<file path="src/rtl/led_pkg.sv">
// Shared types and constants for the LED rate controller: blink-rate table,
// threshold width and the press-classifier state encoding.
package led_pkg;

  localparam int CNT_W = 27;

  // Terminal counts for each blink-rate mode; each entry halves the period.
  localparam logic [CNT_W-1:0] RATE_TABLE [0:7] = '{
    27'd50_000_000, 27'd25_000_000, 27'd12_500_000, 27'd6_250_000,
    27'd3_125_000,  27'd1_562_500,  27'd781_250,    27'd390_625
  };

  typedef enum logic [1:0] {
    IDLE      = 2'd0,
    PRESSED   = 2'd1,
    LONG_HELD = 2'd2
  } state_t;

endpackage

</file>
<file path="src/rtl/btn_debounce.sv">
// Two-flop synchronizer plus counter debounce for an active-low button,
// producing registered single-cycle press and release strobes.
module btn_debounce #(
  parameter int DEBOUNCE_CYCLES = 1_000_000
) (
  input  logic clk,
  input  logic reset,
  input  logic btn_n,
  output logic press_ev,
  output logic release_ev
);

  localparam int DW = (DEBOUNCE_CYCLES > 1) ? $clog2(DEBOUNCE_CYCLES) : 1;
  localparam logic [DW-1:0] DEB_LAST = DW'(DEBOUNCE_CYCLES - 1);

  logic          sync1_r;
  logic          sync2_r;
  logic          level_r;
  logic          level_d_r;
  logic [DW-1:0] cnt_r;

  // Synchronize, debounce and edge-detect; level_r is the accepted btn_n level.
  always_ff @(posedge clk or posedge reset) begin
    if (reset) begin
      sync1_r    <= 1'b1;
      sync2_r    <= 1'b1;
      level_r    <= 1'b1;
      level_d_r  <= 1'b1;
      cnt_r      <= {DW{1'b0}};
      press_ev   <= 1'b0;
      release_ev <= 1'b0;
    end else begin
      sync1_r    <= btn_n;
      sync2_r    <= sync1_r;
      level_d_r  <= level_r;
      press_ev   <= level_d_r & ~level_r;
      release_ev <= ~level_d_r & level_r;
      if (sync2_r == level_r) begin
        cnt_r <= {DW{1'b0}};
      end else if (cnt_r == DEB_LAST) begin
        level_r <= sync2_r;
        cnt_r   <= {DW{1'b0}};
      end else begin
        cnt_r <= cnt_r + DW'(1);
      end
    end
  end

endmodule

</file>
<file path="src/rtl/led_rate_ctrl.sv">
// Button-driven blink-rate controller: short press steps the rate mode,
// long press toggles blinking; emits a one-cycle update strobe to the blinker.
module led_rate_ctrl
  import led_pkg::*;
#(
  parameter int DEBOUNCE_CYCLES = 1_000_000,
  parameter int LONG_CYCLES     = 50_000_000,
  parameter int NUM_MODES       = 4
) (
  input  logic             clk,
  input  logic             reset,
  input  logic             btn_n,
  output logic [CNT_W-1:0] threshold,
  output logic             blink_en,
  output logic [2:0]       mode,
  output logic             rate_upd
);

  localparam int HW = (LONG_CYCLES > 1) ? $clog2(LONG_CYCLES) : 1;
  localparam logic [HW-1:0] HOLD_LAST = HW'(LONG_CYCLES - 1);
  localparam logic [2:0]    MODE_LAST = 3'(NUM_MODES - 1);

  logic          press_s;
  logic          release_s;
  state_t        state_r;
  state_t        state_s;
  logic [HW-1:0] hold_r;
  logic [HW-1:0] hold_s;
  logic          short_s;
  logic          long_s;
  logic [2:0]    mode_next_s;

  btn_debounce #(
    .DEBOUNCE_CYCLES (DEBOUNCE_CYCLES)
  ) u_debounce (
    .clk        (clk),
    .reset      (reset),
    .btn_n      (btn_n),
    .press_ev   (press_s),
    .release_ev (release_s)
  );

  // Classifier state and hold counter.
  always_ff @(posedge clk or posedge reset) begin
    if (reset) begin
      state_r <= IDLE;
      hold_r  <= {HW{1'b0}};
    end else begin
      state_r <= state_s;
      hold_r  <= hold_s;
    end
  end

  // Next state; the long threshold wins over a simultaneous release.
  always_comb begin
    state_s = state_r;
    hold_s  = hold_r;
    short_s = 1'b0;
    long_s  = 1'b0;
    case (state_r)
      IDLE: begin
        if (press_s) begin
          state_s = PRESSED;
          hold_s  = {HW{1'b0}};
        end else begin
          state_s = IDLE;
        end
      end
      PRESSED: begin
        if (hold_r == HOLD_LAST) begin
          state_s = LONG_HELD;
          long_s  = 1'b1;
        end else if (release_s) begin
          state_s = IDLE;
          short_s = 1'b1;
        end else begin
          hold_s = hold_r + HW'(1);
        end
      end
      LONG_HELD: begin
        if (release_s) begin
          state_s = IDLE;
        end else begin
          state_s = LONG_HELD;
        end
      end
      default: begin
        state_s = IDLE;
      end
    endcase
  end

  // Mode successor with wrap.
  always_comb begin
    mode_next_s = 3'd0;
    if (mode == MODE_LAST) begin
      mode_next_s = 3'd0;
    end else begin
      mode_next_s = mode + 3'd1;
    end
  end

  // Registered outputs; threshold is staged even while blinking is off.
  always_ff @(posedge clk or posedge reset) begin
    if (reset) begin
      mode      <= 3'd0;
      threshold <= RATE_TABLE[0];
      blink_en  <= 1'b1;
      rate_upd  <= 1'b0;
    end else begin
      rate_upd <= short_s | long_s;
      if (short_s) begin
        mode      <= mode_next_s;
        threshold <= RATE_TABLE[mode_next_s];
      end
      if (long_s) begin
        blink_en <= ~blink_en;
      end
    end
  end

endmodule

</file>
<file path="config.mk">
export PLATFORM = sky130hd
export DESIGN_NAME = led_rate_ctrl
export DESIGN_NICKNAME = d
export VERILOG_FILES = /design/src/rtl/led_pkg.sv /design/src/rtl/btn_debounce.sv /design/src/rtl/led_rate_ctrl.sv
export SDC_FILE = /design/constraint.sdc
export NUM_CORES = 1
export LEC_CHECK = 0
export CAP_MARGIN = 10
export CORE_MARGIN = 8
export CORE_UTILIZATION = 55
export CTS_CLUSTER_DIAMETER = 200
export DETAILED_ROUTE_END_ITERATION = 10
export PLACE_DENSITY = 0.79
export SETUP_SLACK_MARGIN = 0.5
export SLEW_MARGIN = 15
export SYNTH_ARGS = -nofsm -noshare
export SYNTH_HDL_FRONTEND = slang
export SYNTH_SLANG_ARGS = --single-unit
</file>
<file path="constraint.sdc">
create_clock -name clk -period 3.5 [get_ports clk]
set_input_delay 0.7 -clock clk [delete_from_list [all_inputs] [get_ports clk]]
set_output_delay 0.7 -clock clk [all_outputs]
set_load 0.005 [all_outputs]
</file>
==> metrics, run 1 <==
outcome finished clean; RSZ-0062 raised after global routing false; endpoints failing hold 0; reg2reg path depth 6; slowest CP cell a211o_1; Die X 103 um; Post-synth EDFFs 0; worst-case clock buffer depth 2; Synth Register Bits 84; Leakage Power approximately 2.1 nW; Slew Limit Headroom 43.5%; hold crit path type reg2reg; vias in the first global route ~3100; CTS root buf clkbuf_8; start point of the worst hold path u_debounce.sync1_r$_DFF_PP1_; Clock Sinks 84; postcts setup bufs 0; setup TNS 0 ns; pwr dens ~350 nW/um2; Syn Inst Count about 440; syn_nets ~440; antenna cell count 0; CTS Buf Count 9; worst ir drop on vdd roughly 0.00020 V; CTS H-Tree Depth 3; CP Cell Sequence or4_1 -> nor4_4 -> a211o_1 -> buf_4 -> a211oi_1 -> a21o_1; hold-critical path depth 0; Synth area leaders dfrtp_1 40%, dfstp_2 11%, nand2_1 4.5%; CP Max Fanout 24; vias per cell just under 6; synth warn 0; post-synth top area share 40.3%; Initial Util between 50% and 60%; Yosys cell types 55; Critical R2R Launch hold_r[10]$_DFFE_PP0P_; fmax between 300 and 400 MHz; Nets 469; post-cts resize count 0; GP Congestion around 0.94; all-layer global routing usage 18.5%; max incr delay on CP 0.62 ns; worst reg2reg setup slack roughly 0.9 ns; CP top delay family simple AND/OR/NAND/NOR gates; CP Capture Type register; Post-CTS Hold Fix Bufs 0; # rows 31; cell taking the most area after synthesis dfrtp_1; initial antenna violation count 0; RR Endpoint threshold[11]$_DFFE_PP0P_; first-pass GRT wire length approximately 15000 um; total global routing overflow 0; layout cell share with drive strength beyond 1 around a tenth; CTS tree built; Reg clk slew, reported paths about 0.09 ns; CP Launch Type register; Residual DRC 0; worst skew pair latency about 0.36 ns; sequential-to-total area share from yosys stat between 50% and 60%; routed via count approximately 3300; Layout Cells excl Fill approximately 570; DR iter-0 viols about 150; ys async rst share between 90% and 100%; Port Buffers 33; Core Region 7290 um2; DPL Wire Length 6370 um; count leader, synth dfrtp_1; dpl cells 551; Setup Viol. Count Final 0; worst path bufs/invs 1; worst slew pin tran between 0.8 and 0.9 ns; fin crit share about three quarters; CP Class reg2reg; Primary FF master, synth dfrtp_1; destination of the worst hold path u_debounce.sync2_r$_DFF_PP1_; total wire length a little over 9000 um; # IOs 35; Area growth syn-to-layout 13.6%; min cycle time layout between 2 and 3 ns; max-slew violations 0; Synth Cell Area between 4000 and 5000 um2; synth cell count leaders 67 x dfrtp_1, 50 x nand2_1, 44 x nor2_1; ANT nets after route 0; number of max-cap violations 0; first drt pass iteration count 5; WL/cell about 16 um; chip height approximately 100 um; Worst Path Required 3.76 ns; synthesized area per cell around 9.6 um2; Die ar. 10600 um2; Setup Skew roughly 0.0088 ns; CP Data Arrival Time ~2.9 ns; largest net degree at the start of global routing between 50 and 60
[logic make-up after synthesis]
| family | Yosys count | share of synthesized area (%) |
|---|---|---|
| buffers and inverters | 32 | 3.67 |
| other | 1 | 0.0901 |
| DFF | 84 | 51.0 |
| AOI/OAI and AO/OA | 84 | 13.9 |
| and+or+nand+nor | 207 | 25.3 |
| adders and majority gates | 3 | 0.902 |
| muxes | 4 | 1.02 |
| xor gates and xnor gates | 20 | 4.21 |
[routing by layer]
metal / share of wire [%] / wire [um] / GRT usage [%]
met1: 46 / 4180 / 24.4
met2: 47 / 4310 / 28.8
met3: 4.8 / 438 / 3.78
met4: 1.8 / 162 / 8.01
met5: 0 / 0 / 0
[worst reg2reg max path: stages, from the launching register on]
cell	delay [ns]
dfrtp_1	0.44
or4_1	0.58
nor4_4	0.36
a211o_1	0.62
buf_4	0.27
a211oi_1	0.06
a21o_1	0.18
[sequential cells by signal, summed over array words and instances (netlist names)]
name,flops
u_debounce.cnt_r,20
u_debounce.release_ev,1
state_r,2
u_debounce.level_d_r,1
mode,2
rate_upd,1
u_debounce.sync2_r,1
u_debounce.press_ev,1
u_debounce.level_r,1
hold_r,26
u_debounce.sync1_r,1
threshold,26
blink_en,1
[per-stage QoR]
stage / setup WS (ns) / area, um2 / power (mW) / hold WS [ns] / utilization, %
5_1_grt: 0.666 / 4730 / 1.71 / 0.367 / 64.9
3_5_place_dp: 0.904 / 4560 / 1.03 / 0.350 / 62.5
4_1_cts: 0.885 / 4730 / 1.67 / 0.363 / 64.9
2_1_floorplan: 0.663 / 4160 / 1.02 / 0.345 / -
6_report: 0.893 / 4730 / 1.65 / 0.364 / 64.9
3_3_place_gp: 0.947 / 4560 / 1.03 / 0.346 / 62.5
[cells in the final DEF, fill, tap and decap left out, types with 3 or more instances in the layout]
master,n
dfrtp_1,67
nand2_1,50
nor2_1,44
clkdlybuf4s50_1,33
nand3_1,28
o21ai_0,26
and3_1,17
dfstp_2,17
nor3_1,16
a211o_1,15
a21oi_1,14
xor2_1,11
nand4_1,10
inv_1,9
xnor2_1,9
clkbuf_8,9
nor4_1,8
nand2b_1,7
nor2b_1,4
a21o_1,4
buf_4,4
or4_1,3
and2_1,3
or3_1,3
and4_1,3
or2_2,3
a31oi_1,3
ha_1,3
inv_6,3
[report_power, final]
group / internal, mW / switching [mW] / leakage (nW)
Sequential: 0.975 / 0.00449 / 1.11
Clock: 0.264 / 0.374 / 0.0837
Combinational: 0.00788 / 0.0251 / 0.895
Total: 1.25 / 0.403 / 2.09
[worst max-delay path by stage]
stage	start	to	cells past startpoint
2_1_floorplan	reset	hold_r[0]$_DFFE_PP0P_	1
3_3_place_gp	hold_r[18]$_DFFE_PP0P_	threshold[11]$_DFFE_PP0P_	6
3_5_place_dp	hold_r[10]$_DFFE_PP0P_	hold_r[17]$_DFFE_PP0P_	7
4_1_cts	hold_r[10]$_DFFE_PP0P_	hold_r[19]$_DFFE_PP0P_	7
5_1_grt	hold_r[10]$_DFFE_PP0P_	hold_r[19]$_DFFE_PP0P_	7
6_report	hold_r[10]$_DFFE_PP0P_	threshold[11]$_DFFE_PP0P_	6
[cell type report]
cell class | instances | area (um2)
clock inverter | 6 | 46.3
fill | 609 | 2560
timing repair buffer | 38 | 380
sequential | 84 | 2120
clock buffer | 10 | 128
multi-input combinational | 319 | 1890
inverter | 11 | 42.5
tap | 99 | 124
No activity file was read; power rests on OpenSTA's default activity.
==> run 2, diff against run 1 <==
- clock period: 3.5 -> 2.72 ns (I/O delays scaled with it)
==> run 2 against run 1 <==
Compared with the run above: clock skew increased by 0.0033 ns; cell area grew 8.7%; clock power grew 29%; final cell count grew 4.9%; count of clock-buffer cells in the layout unchanged; die area stayed put; highest routed layer unchanged.
==> metrics, run 2 (synthesis results as in run 1) <==
outcome finished clean; Clock Sinks 84 (unchanged); gr busiest metal met2; dpl cells 553 (+0.36%); CTS Buf Count 9 (unchanged); reg2reg path depth 7 (+1); fmax 438 MHz (+14%); hold slack final 0.362 ns (-0.00127 ns); Leakage Power 2.27 nW (+8.8%); setup TNS 0 ns (unchanged); routed via count 3552 (+7.9%); Worst Path Required 2.97 ns (-0.79 ns); Nets 497 (+6.0%); # IOs 35 (unchanged); vias in the first global route 3390 (+8.0%); largest net degree at the start of global routing 50 (-2.0%); RSZ-0062 raised after global routing true; antenna cell count 0 (unchanged); CP Launch Type register; Die ar. 10600 um2 (unchanged); initial antenna violation count 0 (unchanged); start point of the worst hold path u_debounce.sync1_r$_DFF_PP1_; CTS H-Tree Depth 3 (unchanged); Reg clk slew, reported paths 0.09 ns (about the same); total global routing overflow 0 (unchanged); Slew Limit Headroom 65.8% (+22 points); hold-critical path depth 0 (unchanged); WL/cell 17.4 um (+8.6%); most common cell after layout, fill and taps aside dfrtp_1; layout cell share with drive strength beyond 1 19.0% (+8.3 points); all-layer global routing usage 19.8% (+1.3 points); DR iter-0 viols 265 (+75%); Initial Util 57.1% (unchanged); worst skew pair latency 0.37 ns (about the same); worst-case clock buffer depth 2 (unchanged); ANT nets after route 0 (unchanged); Core Region 7290 um2 (unchanged); area post-placement 4590 um2 (+0.66%); Layout Cells excl Fill 595 (+4.9%); CP Capture Type register; worst reg2reg setup slack 0.43 ns (-0.46 ns); total power 2.13 mW (+29%); destination of the worst hold path u_debounce.sync2_r$_DFF_PP1_; first drt pass iteration count 5 (unchanged); Port Buffers 33 (unchanged); worst ir drop on vdd 0.000318 V (+58%); worst slew pin tran 0.510 ns (-0.337 ns); chip height 103 um (unchanged); hold crit path type reg2reg; final worst slack 0.435 ns (-0.458 ns); Die X 103 um (unchanged); Final Cell Area 5140 um2 (+8.7%); first-pass GRT wire length 16600 um (+8.2%); GR Layer Usage met1 25.3% (+0.85 points); CTS tree built; Area growth syn-to-layout 23.6%; # rows 31 (unchanged); final core utilization 70.6% (+5.7 points); vias per cell 5.97 (+2.8%); RR Endpoint hold_r[22]$_DFFE_PP0P_; DPL Wire Length 6170 um (-3.0%); most frequent cells in the layout 65 x dfrtp_1, 50 x nand2_1, 43 x nor2_1, 33 x clkdlybuf4s50_1, 26 x nand3_1; GR Layer Usage met2 30.2% (+1.4 points); CP Data Arrival Time 2.53 ns (-0.34 ns); CTS root buf clkbuf_8; Setup Skew 0.0122 ns (+0.00335 ns); Post-CTS Hold Fix Bufs 0 (unchanged); min cycle time layout 2.29 ns (-0.322 ns); Residual DRC 0 (unchanged); Regs by FF count hold_r: 26 flops, threshold: 26 flops, u_debounce.cnt_r: 20 flops; number of max-cap violations 0 (unchanged); max-slew violations 0 (unchanged); global-route met3 utilization 7.02% (+3.2 points); CP Max Fanout 6 (-75%); fillers 546 (-10%); GP Congestion 0.886 (-5.9%); Setup Viol. Count Final 0 (unchanged); endpoints failing hold 0 (unchanged); pwr dens 414 nW/um2 (+19%); pre-CTS WS 0.352 ns (-0.552 ns); CP Class reg2reg; Critical R2R Launch hold_r[24]$_DFFE_PP0P_; total wire length 10400 um (+14%); fin crit share 84.0% (+9.5 points)
==> run 2: how the worst max path moves through the flow <==
stage          slack [ns]                        to  cells past startpoint                   start
2_1_floorplan        0.58    hold_r[21]$_DFFE_PP0P_                      6  hold_r[18]$_DFFE_PP0P_
3_3_place_gp         0.44     hold_r[2]$_DFFE_PP0P_                      5  hold_r[18]$_DFFE_PP0P_
3_5_place_dp         0.35    hold_r[11]$_DFFE_PP0P_                      5  hold_r[10]$_DFFE_PP0P_
4_1_cts              0.49  threshold[0]$_DFFE_PP0P_                      6   hold_r[8]$_DFFE_PP0P_
5_1_grt              0.39     hold_r[7]$_DFFE_PP0P_                      7  hold_r[24]$_DFFE_PP0P_
6_report             0.43    hold_r[22]$_DFFE_PP0P_                      7  hold_r[24]$_DFFE_PP0P_
==> run 2: timing repair <==
| action | 4_1_cts | 5_1_grt |
|---|---|---|
| setup endpoints to repair | 26 | 50 |
| pin swaps | 5 | 8 |
| resized for setup | 7 | 23 |
| cloned | 4 | 2 |
| buffers inserted | 8 | 12 |
==> run 2: final cells by class <==
class | count | area, um2 | share of cell area, %
clock buffer | 10 | 128 | 2.48
inverter | 11 | 45.0 | 0.875
tap | 99 | 124 | 2.41
timing repair buffer | 65 | 668 | 13.0
sequential | 84 | 2130 | 41.3
clock inverter | 6 | 48.8 | 0.948
multi-input combinational | 320 | 2010 | 39.0
==> run 2: power by group <==
part           internal (mW)  switching, mW
Combinational         0.0114         0.0331
Clock                  0.343          0.480
Sequential              1.26        0.00551
==> run 2: per-layer routing <==
layer	part of all wire, %	vias to the layer above
met4	1.8	0
met1	42	1732
met3	7.1	20
li1	-	1663
met2	49	137
met5	0	-
==> run 2: worst max-delay path: stages, from the launching register on <==
cell	delay [ns]
dfrtp_1	0.40
or4b_4	0.57
nor4_4	0.34
buf_4	0.18
a211oi_4	0.09
buf_6	0.17
and3_1	0.16
a211o_1	0.26
==> run 3, diff against run 2 <==
- CORE_UTILIZATION: 55 -> 52
- clock period: 2.72 -> 2.1 ns (I/O delays scaled with it)
==> run 3 against run 2 <==
Compared with the run above: the flow now finishes with violations (setup timing); first-iteration DRC count is 58% higher; setup slack worse by 0.66 ns; clock skew is 0.0082 ns higher; sequential power is 30% higher; cell area is 19% higher; global-route usage is 0.51 points higher; clock power is 53% higher; combinational power is 79% higher; non-clock buffer count is 55 higher; critical path type unchanged.
==> metrics, run 3 (synthesis results as in run 1) <==
DR iter-0 viols 419 (+58%); vias in the first global route 3855 (+14%); CTS H-Tree Depth 3 (unchanged); outcome complete, but fails checks; # IOs 35 (unchanged); total wire length 14400 um (+39%); Die ar. 11100 um2 (+4.9%); CP Max Fanout 6 (unchanged); final worst slack -0.230 ns (-0.664 ns); min cycle time layout 2.33 ns (+0.0445 ns); total global routing overflow 0 (unchanged); Clock Sinks 84 (unchanged); fin crit share 111% (+27 points); largest net degree at the start of global routing 56 (+12%); chip height 105 um (+2.4%); slowest CP cell or4b_4; first drt pass iteration count 6 (+1); clock share of power 42.3% (+3.6 points); endpoints failing hold 0 (unchanged); Core Region 7730 um2 (+6.0%); # rows 32 (+3.2%); CP top delay family simple AND/OR/NAND/NOR gates; worst-case clock buffer depth 2 (unchanged); Sequential Power Share 55.0% (-4.2 points); hold crit path type reg2reg; Leakage Power 2.95 nW (+30%); DPL Wire Length 6850 um (+11%); max-slew violations 0 (unchanged); Setup Skew 0.0203 ns (+0.00816 ns); Die X 105 um (+2.4%); CTS Buf Count 9 (unchanged); most frequent cells in the layout 59 x dfrtp_1, 58 x buf_4, 41 x nor2_1, 36 x nand2_1, 27 x dlygate4sd2_1; CP Data Arrival Time 2.63 ns (+0.10 ns); Comb power frac 2.7% (+0.6 points); worst skew pair latency 0.37 ns (about the same); WL/cell 22.0 um (+26%); pwr dens 485 nW/um2 (+17%); CP Class reg2reg; all-layer global routing usage 20.3% (+0.51 points); Layout Cells excl Fill 655 (+10%); antenna cell count 0 (unchanged); Nets 554 (+11%); Final Cell Area 6140 um2 (+19%); CP Capture Type register; Slew Limit Headroom 64.2% (-1.6 points); RSZ-0062 raised after global routing true; Worst Path Required 2.40 ns (-0.57 ns); worst path bufs/invs 3 (+1); CTS tree built; Int Power 2.24 mW (+39%); Initial Util 53.9% (-3.2 points); CTS root buf clkbuf_8; failing checks setup timing; CP Cell Sequence or4b_4 -> nor4_4 -> a211oi_2 -> buf_4 -> a21oi_4 -> buf_6 -> buf_12 -> a211o_1; ANT nets after route 0 (unchanged); switching part of the total 24.6% (+0.27 points); Setup Viol. Count Final 54 (+54); vias per cell 6.47 (+8.5%); worst ir drop on vdd 0.000393 V (+24%); area post-placement 5000 um2 (+9.1%); routed via count 4241 (+19%); first-pass GRT wire length 18600 um (+13%); Port Buffers 33 (unchanged); Reg clk slew, reported paths 0.10 ns (about the same); Residual DRC 0 (unchanged); most common cell after layout, fill and taps aside dfrtp_1; max incr delay on CP 0.56 ns (about the same); fmax 429 MHz (-1.9%); Regs by FF count hold_r: 26 flops, threshold: 26 flops, u_debounce.cnt_r: 20 flops; GP Congestion 0.864 (-2.5%); Psw 0.733 mW (+41%); dpl cells 594 (+7.4%); layout cell share with drive strength beyond 1 38.5% (+20 points); initial antenna violation count 0 (unchanged); CP Launch Type register; Area growth syn-to-layout 47.5%; number of max-cap violations 0 (unchanged); worst slew pin tran 0.532 ns (+0.0226 ns)
## run 3: path summary, 6_finish.rpt
| check | startpoint | to | slack (ns) | depth (start not counted) |
|---|---|---|---|---|
| worst max-delay path | hold_r[24]$_DFFE_PP0P_ | hold_r[12]$_DFFE_PP0P_ | -0.23 | 8 |
| worst min-delay path | u_debounce.sync1_r$_DFF_PP1_ | u_debounce.sync2_r$_DFF_PP1_ | 0.37 | 0 |
| worst max register to register | hold_r[24]$_DFFE_PP0P_ | hold_r[12]$_DFFE_PP0P_ | -0.23 | 8 |
| worst min register to register | u_debounce.sync1_r$_DFF_PP1_ | u_debounce.sync2_r$_DFF_PP1_ | 0.37 | 0 |
| max in group asynchronous | reset | threshold[7]$_DFFE_PP1P_ | 1.26 | 3 |
| min in group asynchronous | reset | hold_r[4]$_DFFE_PP0P_ | 0.48 | 3 |
## run 3: what timing repair did
item	CTS	global route
setup endpoints to repair	108	83
endpoints found under the hold margin	0	0
pin swaps	21	26
hold buffers	0	0
gates resized for setup	83	58
gates cloned	6	6
setup buffers	21	12
## run 3: worst reg2reg max path: cells and delay by family, from the launching register on
family / cells / cell delay [ns]
compound gates: 3 / 0.55
buf+inv: 3 / 0.41
simple gates: 2 / 0.91
flops: 1 / 0.40
## run 3: stage by stage
| step | hold WS (ns) | setup TNS [ns] | setup slack (ns) | util, % | power [mW] |
|---|---|---|---|---|---|
| after CTS | 0.360 | -1.23 | -0.0603 | 73.8 | 2.92 |
| final | 0.368 | -6.79 | -0.230 | 79.5 | 2.98 |
| after global routing | 0.371 | -7.49 | -0.243 | 79.5 | 3.05 |
| after global placement | 0.347 | -0.490 | -0.0330 | 64.8 | 1.73 |
| after detailed placement | 0.349 | -1.35 | -0.0630 | 64.8 | 1.73 |
| after floorplan | 0.345 | -0.101 | -0.0338 | - | 1.71 |
## run 3: metal layers
layer	wire length, um	vias to the layer above	track usage, %
li1	-	1787	-
met1	5390	2064	25.9
met2	7060	307	33.3
met3	1260	83	4.08
met4	692	0	7.54
met5	0	-	0
## run 3: area by class of cell
type / count / area (um2)
Fill cell: 404 / 1590
Sequential cell: 84 / 2130
Inverter: 11 / 50.0
Multi-Input combinational cell: 322 / 2340
Clock inverter: 6 / 70.1
Clock buffer: 10 / 138
Tap cell: 102 / 128
Timing Repair Buffer: 120 / 1290
## run 3: power groups by stage
stage | combinational [mW] | sequential, mW | clock (mW)
after global routing | 0.0899 | 1.64 | 1.32
after detailed placement | 0.0629 | 1.66 | 0
after global placement | 0.0608 | 1.66 | 0
final | 0.0796 | 1.64 | 1.26
after floorplan | 0.0436 | 1.66 | 0
after CTS | 0.0730 | 1.63 | 1.21
